**src/rtl/z_cla_pipe_adder.sv**
```systemverilog
// z_cla_pipe_adder: pipelined carry-lookahead adder/subtractor.
//
// The operand word is split into WIDTH/GROUP lookahead groups. Each pipeline
// stage resolves a fixed slice of groups: it turns that slice's pending g/p
// bits into sum bits using the carry left by the previous stage, then hands
// the next boundary carry on. The last stage's register drives the outputs.
// Every stage holds while the output is valid and not accepted, so in_ready
// is the pipeline advance enable.
//
// Optional feature: define Z_CLA_OVF_EN to compute and pipeline the signed
// overflow flag. Without it, overflow is tied to 0 and the carry into the MSB
// is not stored anywhere.
module z_cla_pipe_adder #(
  parameter int WIDTH  = 16,
  parameter int GROUP  = 4,
  parameter int STAGES = 2
) (
  input  logic             clk,
  input  logic             rst_n,
  input  logic             in_valid,
  output logic             in_ready,
  input  logic [WIDTH-1:0] a,
  input  logic [WIDTH-1:0] b,
  input  logic             c_in,
  input  logic             sub,
  output logic             out_valid,
  input  logic             out_ready,
  output logic [WIDTH-1:0] sum,
  output logic             c_out,
  output logic             overflow
);

  localparam int NGROUPS = WIDTH / GROUP;
  // Groups resolved per stage; a trailing stage may get fewer groups, or none.
  localparam int GPS     = (NGROUPS + STAGES - 1) / STAGES;

  // One pipeline slot. Sum bits of unresolved groups are still zero, and the
  // g/p bits of resolved groups are no longer needed.
  typedef struct packed {
    logic             valid;
    logic [WIDTH-1:0] s;
    logic [WIDTH-1:0] g;
    logic [WIDTH-1:0] p;
    logic             c;      // carry into the first unresolved group; carry out of the MSB at the end
`ifdef Z_CLA_OVF_EN
    logic             c_msb;  // carry into bit WIDTH-1, captured when the top group is resolved
`endif
  } stage_t;

  logic [WIDTH-1:0] w_b_eff;
  stage_t           w_head;
  stage_t           w_next  [STAGES];
  stage_t           r_stage [STAGES];
  logic             w_advance;

  // The whole pipeline moves together. A bubble in the output slot never
  // blocks it, and a stalled result holds every stage behind it.
  assign w_advance = !r_stage[STAGES-1].valid || out_ready;
  assign in_ready  = w_advance;

  // Form the effective operand and the per-bit generate/propagate vectors.
  // NOTE: every variable assigned in a combinational block gets a default
  // first, so no path can leave it holding its old value (an inferred latch).
  always_comb begin
    w_b_eff      = sub ? ~b : b;
    w_head       = '0;
    w_head.valid = in_valid;
    w_head.g     = a & w_b_eff;
    w_head.p     = a ^ w_b_eff;
    w_head.c     = c_in ^ sub;
  end

  // Resolve each stage's slice of groups using the boundary carry it is given.
  always_comb begin
    stage_t v_in;
    logic   v_carry;
    logic   v_bit_c;
    logic   v_gg;
    logic   v_gp;
    v_in    = '0;
    v_carry = 1'b0;
    v_bit_c = 1'b0;
    v_gg    = 1'b0;
    v_gp    = 1'b0;
    for (int k = 0; k < STAGES; k++) begin
      v_in      = (k == 0) ? w_head : r_stage[(k == 0) ? 0 : k - 1];
      w_next[k] = v_in;
      v_carry   = v_in.c;
      for (int j = k * GPS; j < (k + 1) * GPS && j < NGROUPS; j++) begin
        // Bit carries inside the group produce the sum bits; the group's own
        // G/P give the carry out as G | (P & carry in).
        v_bit_c = v_carry;
        v_gg    = 1'b0;
        v_gp    = 1'b1;
        for (int i = 0; i < GROUP; i++) begin
          w_next[k].s[j*GROUP+i] = v_in.p[j*GROUP+i] ^ v_bit_c;
`ifdef Z_CLA_OVF_EN
          if (j * GROUP + i == WIDTH - 1) begin
            w_next[k].c_msb = v_bit_c;
          end
`endif
          v_bit_c = v_in.g[j*GROUP+i] | (v_in.p[j*GROUP+i] & v_bit_c);
          v_gg    = v_in.g[j*GROUP+i] | (v_in.p[j*GROUP+i] & v_gg);
          v_gp    = v_gp & v_in.p[j*GROUP+i];
        end
        v_carry = v_gg | (v_gp & v_carry);
      end
      w_next[k].c = v_carry;
    end
  end

  // Pipeline registers: advance all stages together or hold them all.
  // NOTE: the data fields are reset too, not only the valid bits, because
  // sum/c_out/overflow come straight from the last stage and must read 0
  // during reset.
  // NOTE: sequential state uses non-blocking assignments so that every stage
  // samples its neighbour's value from before the edge.
  always_ff @(posedge clk or negedge rst_n) begin
    if (!rst_n) begin
      for (int k = 0; k < STAGES; k++) begin
        r_stage[k] <= '0;
      end
    end else if (w_advance) begin
      for (int k = 0; k < STAGES; k++) begin
        r_stage[k] <= w_next[k];
      end
    end
  end

  assign out_valid = r_stage[STAGES-1].valid;
  assign sum       = r_stage[STAGES-1].s;
  assign c_out     = r_stage[STAGES-1].c;

`ifdef Z_CLA_OVF_EN
  assign overflow  = r_stage[STAGES-1].c_msb ^ r_stage[STAGES-1].c;
`else
  assign overflow  = 1'b0;
`endif

endmodule
```
**config.mk**
```make
export PLATFORM = sky130hd
export DESIGN_NAME = z_cla_pipe_adder
export DESIGN_NICKNAME = d
export VERILOG_FILES = /design/src/rtl/z_cla_pipe_adder.sv
export SDC_FILE = /design/constraint.sdc
export NUM_CORES = 1
export LEC_CHECK = 0
export ABC_CLOCK_PERIOD_IN_PS = 5400
export BUFFER_PORTS_ARGS = -buffer_cell sky130_fd_sc_hd__buf_2
export CORE_ASPECT_RATIO = 0.9
export CORE_UTILIZATION = 55
export DETAILED_ROUTE_END_ITERATION = 8
export PLACE_DENSITY = 0.89
export SETUP_SLACK_MARGIN = 0.4
export SYNTH_ARGS = -nofsm -noshare
export SYNTH_HDL_FRONTEND = slang
export SYNTH_SLANG_ARGS = --single-unit
```
**constraint.sdc**
```tcl
create_clock -name clk -period 5.4 [get_ports clk]
set_input_delay 1.08 -clock clk [delete_from_list [all_inputs] [get_ports clk]]
set_output_delay 1.08 -clock clk [all_outputs]
set_load 0.02 [all_outputs]
```
==> results of run 1 <==
## sequential cells by signal, summed over array words and instances (netlist names)
| name | flops |
|---|---|
| r_stage | 26 |
| c_out | 1 |
| out_valid | 1 |
| sum | 16 |
## synth_stat cells
| library cell | n | share of area [%] |
|---|---|---|
| a21oi_1 | 15 | 2.9 |
| nand2_1 | 99 | 15 |
| buf_2 | 5 | 0.98 |
| buf_6 | 1 | 0.44 |
| clkbuf_1 | 5 | 0.74 |
| nor2b_1 | 1 | 0.25 |
| dfrtp_1 | 44 | 43 |
| o21ai_1 | 1 | 0.20 |
| fa_1 | 6 | 4.7 |
| a31oi_1 | 1 | 0.25 |
| o31ai_2 | 1 | 0.49 |
| xnor2_2 | 1 | 0.64 |
| ha_1 | 22 | 11 |
| mux2i_1 | 1 | 0.39 |
| a21o_1 | 3 | 0.88 |
| buf_4 | 17 | 5.0 |
| conb_1 | 1 | 0.15 |
| mux2_2 | 1 | 0.44 |
| nand4_1 | 2 | 0.49 |
| inv_2 | 1 | 0.15 |
| nor2_1 | 11 | 1.6 |
| o21ai_0 | 5 | 0.98 |
| nand2b_1 | 1 | 0.25 |
| inv_1 | 12 | 1.8 |
| xor2_1 | 20 | 6.9 |
| or2_2 | 4 | 0.98 |
## final cells by class
class / count / area [um^2]
clock buffers: 5 / 68.82
fillers: 370 / 1607
repair buffers: 57 / 287.8
well taps: 62 / 77.57
clock inverters: 3 / 46.29
multi-input cells: 196 / 1224
flip-flops and latches: 44 / 1101
inverters: 13 / 48.80
## path summary, 6_finish.rpt
check | start | end | cells past startpoint
max | sub | r_stage[90] | 11
min | sum[0] | sum[0] | 2
max reg2reg | r_stage[50] | sum[15] | 11
min reg2reg | sum[0] | sum[0] | 2
max in group asynchronous | rst_n | sum[1] | 1
min in group asynchronous | rst_n | sum[15] | 1
## metrics by stage
stage / cell area, um^2 / setup slack, ns / hold WS, ns / instances
5_1_grt: 2854 / 1.652 / 0.5011 / 380
6_report: 2854 / 1.831 / 0.4641 / 380
2_1_floorplan: 2554 / 1.828 / 0.4300 / 281
3_3_place_gp: 2739 / 1.598 / 0.4448 / 372
4_1_cts: 2854 / 1.823 / 0.4695 / 380
3_5_place_dp: 2739 / 1.505 / 0.4491 / 372
## power by group through the flow
stage	clock network, uW	logic (uW)	registers [uW]
floorplan	0	301	471
global placement	0	333	475
global route	272	399	483
finish	257	350	472
CTS	261	353	472
detailed placement	0	348	478
## tightest hold or removal path, delay by kind of cell (launching register included)
family / cells / cell delay [ns]
DFF: 1 / 0.34
and+or+nand+nor: 2 / 0.09
## cell families (layout without fill, tap and decap cells)
group	count (synthesis)	in the layout	synth area share [%]
other	1	1	0.1468
adders and majority gates	28	28	15.48
DFF	44	44	43.12
xor gates and xnor gates	21	21	7.497
muxes	2	2	0.8329
AOI/OAI and AO/OA	26	26	5.732
and+or+nand+nor	118	118	18.13
buffers and inverters	41	78	9.064
## per-layer routing
metal | track usage (%) | vias up
met3 | 4.841 | 9
li1 | - | 933
met4 | 7.933 | 0
met5 | 0 | -
met1 | 28.10 | 882
met2 | 36.70 | 46
==> results.json, run 1 <==
{
  "fin_crit_ns": 3.569,
  "grt_pass1_wl_um": 7969,
  "syn_avg_cell_area_um2": 9.088,
  "synthCells": 281,
  "grt_overflow_total": 0,
  "reg2reg_slack_ns": 2.88,
  "crit_chain": "buf_2, xor2_1, ha_1, nand2_1, o21ai_1, a31oi_1, fa_1, fa_1, fa_1, xor2_1, a21oi_1",
  "area_growth_pct": 11.76,
  "rows": 23,
  "drc": 0,
  "pwr-share-clk_pct": 23.8,
  "p_total_uw": 1079,
  "yosysSeqAreaShare_pct": 43.12,
  "max_slew_margin_pct": 37.51,
  "die_y_um": 66.65,
  "htree_levels": 2,
  "hold_path.class": "register to register",
  "syn_area_um2": 2554,
  "crit_top_cell": "fa_1",
  "drt-initial-drc-count": 150,
  "p_int_uw": 692.1,
  "postCtsSetupRepairBufs": 0,
  "ys_types": 26,
  "grt_use_total_pct": 22.03,
  "cts_resized": 0,
  "core_area_um2": 4461,
  "p_sw_uw": 386.8,
  "end_kind": "register",
  "setup_viol": 0,
  "vias": 1870,
  "worstSkewPairLatency_ns": 0.30,
  "cts-root-buf": "clkbuf_8",
  "cp_data_required_time_ns": 5.55,
  "drive_gt1_share_pct": 23.27,
  "cts_hold_buf": 0,
  "fin_skew_ns": 0.006445,
  "fmax_ghz": 0.2802,
  "cp_max_fo": 17,
  "met1_length_um": 2183,
  "drt_first_pass_iters": 5,
  "hold_viol": 0,
  "numCtsBuffers": 5,
  "finalMaxSlewViolations": 0,
  "most-common-layout-cells": "nand2_1 (99), buf_2 (56), dfrtp_1 (44), ha_1 (22), xor2_1 (20)",
  "finalSetupTns_ns": 0,
  "synth_fp_nets": 347,
  "slowest_stage": "fa_1",
  "top_layer_used": "met4",
  "path_class": "input pin to register",
  "layout_commonest_cell": "nand2_1",
  "gp_congestion": 0.8125,
  "p_leak_uw": 0.001584,
  "worstMarginPinSlew_ns": 0.9374,
  "seqPwrFrac_pct": 43.8,
  "fp.dieArea_um2": 4920,
  "routed-wl-met2_um": 2379,
  "grt_max_degree": 52,
  "ir_worst_vdd_v": 0.0001858,
  "critPathTopFamily": "adder cells",
  "powerDensity_nw_per_um2": 378.1,
  "nNetsFinal": 383,
  "antenna_found_initial": 0,
  "cts.sinks": 44,
  "swShare_pct": 35.85,
  "start_util_pct": 57.25,
  "critPathArrivalTime_ns": 3.72,
  "cpPeakStageDelay_ns": 0.40,
  "yosysWarnings": 0,
  "hpwl_um": 3417,
  "ant_nets": 0,
  "pwr-share-comb_pct": 32.4,
  "avgViaCountPerCell": 4.921,
  "fin_crit_sh_pct": 66.10,
  "port_buffers": 56,
  "cts_buffer_depth": 2,
  "startpoint_type": "input pin",
  "path_buf_inv": 1,
  "wl_per_cell_um": 12.71,
  "routed_wl_um": 4829,
  "chipWidth_um": 73.83,
  "cts_tree": "yes",
  "cap_violations": 0,
  "grt_pass1_vias": 1807,
  "clk_pin_slew_ns": 0.08,
  "io_pins": 58,
  "synth_seq_cells": 44,
  "n_antenna_cell": 0,
  "outcome": "finished, final reports clean",
  "wl_met3_um": 182,
  "rsz0062_at_grt": "no",
  "utilization_pct": 63.98
}
(Power assumes the default switching activity.)
==> inputs of run 2 (changes only) <==
ABC_AREA = 1   (was unset)
ABC_CLOCK_PERIOD_IN_PS = 3700   (was 5400)
CORE_UTILIZATION = 54   (was 55)
PLACE_DENSITY = 0.87   (was 0.89)
clock period = 3.7 ns   (was 5.4 ns; I/O delays follow)
==> run 2 against run 1 <==
First-iteration DRC count decreased by 13%; non-clock buffer count rose by 2; die area rose by 5.7%; hold slack lost 0.0084 ns; synthesized cell count grew 8.2%; combinational power is 48% higher; clock power up 19%; routed wire length grew 2.6%.
==> results.json, run 2 <==
{
  "cap_violations": 0,
  "antenna_found_initial": 0,
  "wl_per_cell_um": 12.23,
  "yosysMostFrequentCell": "nand2_1",
  "max_slew_margin_pct": 37.09,
  "most-common-layout-cells": "nand2_1 (111), buf_2 (55), dfrtp_1 (44), inv_1 (24), ha_1 (22)",
  "worstHoldPathCells": 2,
  "synthCells": 304,
  "fin_crit_sh_pct": 85.06,
  "reg2reg_slack_ns": 1.31,
  "fmax_ghz": 0.3178,
  "ir_worst_vdd_v": 0.0002015,
  "layout_commonest_cell": "nand2_1",
  "place_area_um2": 2809,
  "path_class": "input pin to register",
  "ys_types": 21,
  "min_to": "out_valid",
  "nNetsFinal": 408,
  "syn_area_um2": 2654,
  "yosys.area.top_type": "dfrtp_1",
  "worst-r2r-cell-count": 14,
  "critPathArrivalTime_ns": 3.36,
  "hold_path.class": "register to register",
  "hpwl_um": 3540,
  "start_util_pct": 58.00,
  "cp_max_fo": 6,
  "powerDensity_nw_per_um2": 510.6,
  "numCtsBuffers": 5,
  "fin_area_um2": 2965,
  "grt_max_degree": 47,
  "fp.dieArea_um2": 5199,
  "n_antenna_cell": 0,
  "cp-startpoint": "sub",
  "yosysSeqAreaShare_pct": 41.49,
  "regMostFlops": "r_stage",
  "finalSetupTns_ns": 0,
  "grt_pass1_wl_um": 7721,
  "io_pins": 58,
  "ys_top_cells_by_area": "dfrtp_1 (41%), nand2_1 (16%), ha_1 (10%)",
  "ys.flop_type": "dfrtp_1",
  "synth_common_cells": "nand2_1 (111), dfrtp_1 (44), inv_1 (24), ha_1 (22), buf_4 (18)",
  "finalMaxSlewViolations": 0,
  "die_y_um": 68.51,
  "htree_levels": 2,
  "drive_gt1_share_pct": 23.62,
  "synth_fp_nets": 370,
  "yosysWarnings": 0,
  "r2r-start": "r_stage[60]",
  "utilization_pct": 64.81,
  "cts.sinks": 44,
  "hold_viol": 0,
  "core_area_um2": 4576,
  "cp_data_required_time_ns": 3.92,
  "fin_skew_ns": 0.003780,
  "grt_overflow_total": 0,
  "cts_tree": "yes",
  "fin_hold_ws_ns": 0.4557,
  "grt_pass1_vias": 1763,
  "hp-start": "r_stage[99]",
  "outcome": "finished, final reports clean",
  "cts_buffer_depth": 2,
  "gp_congestion": 0.7888,
  "drt_first_pass_iters": 4,
  "end_kind": "register",
  "port_buffers": 56,
  "largest_reg_flops": 26,
  "synth-async-reset-ratio_pct": 100.0,
  "drt-initial-drc-count": 131,
  "yosysTopAreaCellShare_pct": 41.49,
  "worstSkewPairLatency_ns": 0.29,
  "rows": 23,
  "grt_use_total_pct": 20.09,
  "drc": 0,
  "avgViaCountPerCell": 4.835,
  "r2r_end": "sum[15]",
  "synth_seq_cells": 44,
  "ant_nets": 0,
  "clk_pin_slew_ns": 0.08,
  "startpoint_type": "input pin",
  "area_growth_pct": 11.74,
  "p_leak_uw": 0.001642,
  "routed_wl_um": 4953,
  "chipWidth_um": 75.90,
  "setup_viol": 0,
  "rsz0062_at_grt": "no",
  "synth-edff-count": 0,
  "fin_crit_ns": 3.147,
  "cts-root-buf": "clkbuf_8",
  "nFillCells": 377,
  "syn_avg_cell_area_um2": 8.730,
  "worstMarginPinSlew_ns": 0.9437,
  "vias": 1958
}
run 2: cell count changes in the layout (fill, tap and decap cells not counted), sizes merged, moves of 4 or more:
cell | before | now
xor2 | 20 | 14
xnor2 | 1 | 6
a21oi | 15 | 6
nand3 | 0 | 4
inv | 14 | 26
o21ai | 6 | 17
nand2 | 99 | 115
run 2: what timing repair did:
item,4_1_cts,5_1_grt
hold buffers,0,0
endpoints found under the hold margin,0,0
setup buffers,0,1
setup endpoints to repair,0,1
gates resized for setup,0,8
run 2: logic make-up after synthesis:
family | share of synthesized area, %
AO/OA/AOI/OAI | 4.621
AND/OR/NAND/NOR | 20.18
other | 0.1413
adder cells (fa/ha/maj) | 14.90
flip-flops | 41.49
buffers and inverters | 12.07
XOR/XNOR | 6.601
run 2: cell type report:
type	instances	area [um^2]	area share, %
repair buffers	59	305.3	10.30
clock buffers	8	90.09	3.038
well taps	62	77.57	2.616
multi-input cells	206	1294	43.63
inverters	26	97.59	3.291
flip-flops and latches	44	1101	37.13
run 2: report_power, final:
group	switching (uW)	internal [uW]
clock	154	152
combinational	319	199
sequential	78.7	610
run 2: critical path, stage by stage:
cell     delay [ns]
buf_4          0.18
xnor2_4        0.20
inv_1          0.07
ha_1           0.30
nand2_1        0.06
nor2_1         0.15
a21oi_2        0.08
nand2_2        0.07
inv_1          0.05
fa_1           0.37
fa_1           0.39
fa_1           0.40
xor2_1         0.17
o21ai_0        0.14
run 2: metal layers:
| metal | track usage [%] | part of all wire, % |
|---|---|---|
| met3 | 4.506 | 3.7 |
| met4 | 6.944 | 2.4 |
| met1 | 26.74 | 45 |
| met5 | 0 | 0 |
| met2 | 32.41 | 49 |
run 2: stage by stage:
| step | power [uW] | instances | setup slack (ns) |
|---|---|---|---|
| CTS | 1517 | 404 | 0.4958 |
| detailed placement | 1205 | 396 | 0.1898 |
| global route | 1635 | 405 | 0.3906 |
| finish | 1514 | 405 | 0.5529 |
| global placement | 1181 | 396 | 0.3332 |
| floorplan | 1132 | 304 | 0.4092 |
run 2: worst max path at each step:
stage               slack, ns          end  cells past startpoint
detailed placement       0.19  r_stage[90]                     14
global route             0.39  r_stage[90]                     14
global placement         0.33  r_stage[90]                     16
CTS                      0.50  r_stage[90]                     14
floorplan                0.41  r_stage[90]                     14
finish                   0.55  r_stage[90]                     14
==> inputs of run 3 (changes only) <==
CORE_UTILIZATION = 55   (was 54)
CTS_BUF_LIST = sky130_fd_sc_hd__clkbuf_2 sky130_fd_sc_hd__clkbuf_4 sky130_fd_sc_hd__clkbuf_8   (was unset)
PLACE_DENSITY = 0.89   (was 0.87)
==> run 3 against run 2 <==
Critical path depth up 2; setup slack improved by 0.037 ns; die area fell by 1.8%; critical endpoint unchanged; largest cell class unchanged; highest routed layer unchanged.
==> results.json, run 3 (same netlist as run 2, synthesis figures left out) <==
{
  "outcome": "finished, final reports clean",
  "powerDensity_nw_per_um2": 534.0,
  "worstSkewPairLatency_ns": 0.30,
  "crit_chain": "clkbuf_4, xnor2_4, inv_1, ha_1, nand2_1, nand2_1, nand2_1, nand2_1, nand2_1, nand2_2, inv_1, fa_1, fa_1, fa_1, xor2_1, o21ai_1",
  "cpPeakStageDelay_ns": 0.39,
  "cts_hold_buf": 0,
  "fin_crit_ns": 3.111,
  "grt_overflow_total": 0,
  "path_class": "input pin to register",
  "vias": 1949,
  "regMostFlops": "r_stage",
  "port_buffers": 56,
  "hpwl_um": 3501,
  "avgViaCountPerCell": 4.824,
  "dp.cells": 396,
  "n_antenna_cell": 0,
  "startpoint_type": "input pin",
  "wl_per_cell_um": 11.87,
  "gp_congestion": 0.7830,
  "start_util_pct": 58.37,
  "p_leak_uw": 0.001651,
  "cts_resized": 0,
  "crit_top_cell": "nand2_1",
  "largest_reg_flops": 26,
  "finalSetupTns_ns": 0,
  "grt_use_total_pct": 21.22,
  "drive_gt1_share_pct": 23.98,
  "max_slew_margin_pct": 35.38,
  "routed_wl_um": 4796,
  "area_growth_pct": 12.21,
  "ir_worst_vdd_v": 0.0002421,
  "cts-root-buf": "clkbuf_8",
  "die_y_um": 67.90,
  "finalMaxSlewViolations": 0,
  "cp_max_fo": 7,
  "utilization_pct": 65.49,
  "fin_crit_sh_pct": 84.07,
  "rows": 23,
  "io_pins": 58,
  "drt-initial-drc-count": 106,
  "clk_pin_slew_ns": 0.09,
  "cts_buffer_depth": 2,
  "core_area_um2": 4547,
  "fin_hold_ws_ns": 0.4547,
  "fin_cells": 404,
  "fp.dieArea_um2": 5107,
  "hold_viol": 0,
  "ant_nets": 0,
  "fmax_ghz": 0.3215,
  "worstMarginPinSlew_ns": 0.9693,
  "end_kind": "register",
  "postCtsSetupRepairBufs": 0,
  "layout_commonest_cell": "nand2_1",
  "htree_levels": 2,
  "hold_path.class": "register to register",
  "cap_violations": 0,
  "grt_pass1_wl_um": 8107,
  "cp_data_required_time_ns": 3.93,
  "drc": 0,
  "cts.sinks": 44,
  "cts_tree": "yes",
  "numCtsBuffers": 5,
  "fin_skew_ns": 0.01079,
  "setup_viol": 0,
  "nNetsFinal": 407,
  "drt_first_pass_iters": 4,
  "antenna_found_initial": 0,
  "most-common-layout-cells": "nand2_1 (111), buf_2 (55), dfrtp_1 (44), inv_1 (24), ha_1 (22)",
  "chipWidth_um": 75.22,
  "rsz0062_at_grt": "no",
  "critPathArrivalTime_ns": 3.34,
  "grt_max_degree": 47,
  "slowest_stage": "fa_1",
  "grt_pass1_vias": 1893
}
==> run 3: where the power goes <==
| group | leakage, uW | internal, uW | total [uW] | switching (uW) |
|---|---|---|---|---|
| clock network | 0.0000614 | 221 | 390 | 169 |
| logic | 0.00105 | 196 | 512 | 315 |
| registers | 0.000537 | 610 | 688 | 77.9 |
| total | 0.00165 | 1030 | 1590 | 562 |
==> run 3: worst paths after layout <==
path | slack (ns) | to | startpoint | depth (start not counted)
worst max-delay path | 0.59 | r_stage[90] | sub | 16
worst min-delay path | 0.45 | out_valid | r_stage[99] | 2
worst max register to register | 1.36 | sum[15] | r_stage[60] | 14
worst min register to register | 0.45 | out_valid | r_stage[99] | 2
max in group asynchronous | 2.51 | r_stage[85] | rst_n | 1
min in group asynchronous | 0.59 | sum[12] | rst_n | 1
==> run 3: area by class of cell <==
cell class / instances / area [um^2]
clock buffers: 6 / 82.58
multi-input cells: 206 / 1282
well taps: 62 / 77.57
flip-flops and latches: 44 / 1101
clock inverters: 2 / 38.79
fillers: 403 / 1569
repair buffers: 58 / 297.8
inverters: 26 / 97.59
==> run 3: critical path, delay by kind of cell <==
kind	cells	cell delay [ns]
AOI/OAI and AO/OA	1	0.14
and+or+nand+nor	6	0.36
adders and majority gates	4	1.44
buffers and inverters	3	0.32
xor gates and xnor gates	2	0.36
==> run 3: metrics by stage <==
step           setup slack, ns  total power (uW)  area [um^2]
5_1_grt                 0.4133              1715         2978
4_1_cts                 0.4429              1597         2930
3_5_place_dp            0.1206              1206         2809
2_1_floorplan           0.4092              1132         2654
3_3_place_gp            0.3285              1179         2809
6_report                0.5894              1590         2978
==> run 3: routing by layer <==
metal	share of wire (%)	vias up	GRT usage, %
met5	0	-	0
met4	1.4	0	6.250
met3	3.9	7	4.418
met2	47	45	37.16
met1	47	906	26.53
li1	-	991	-
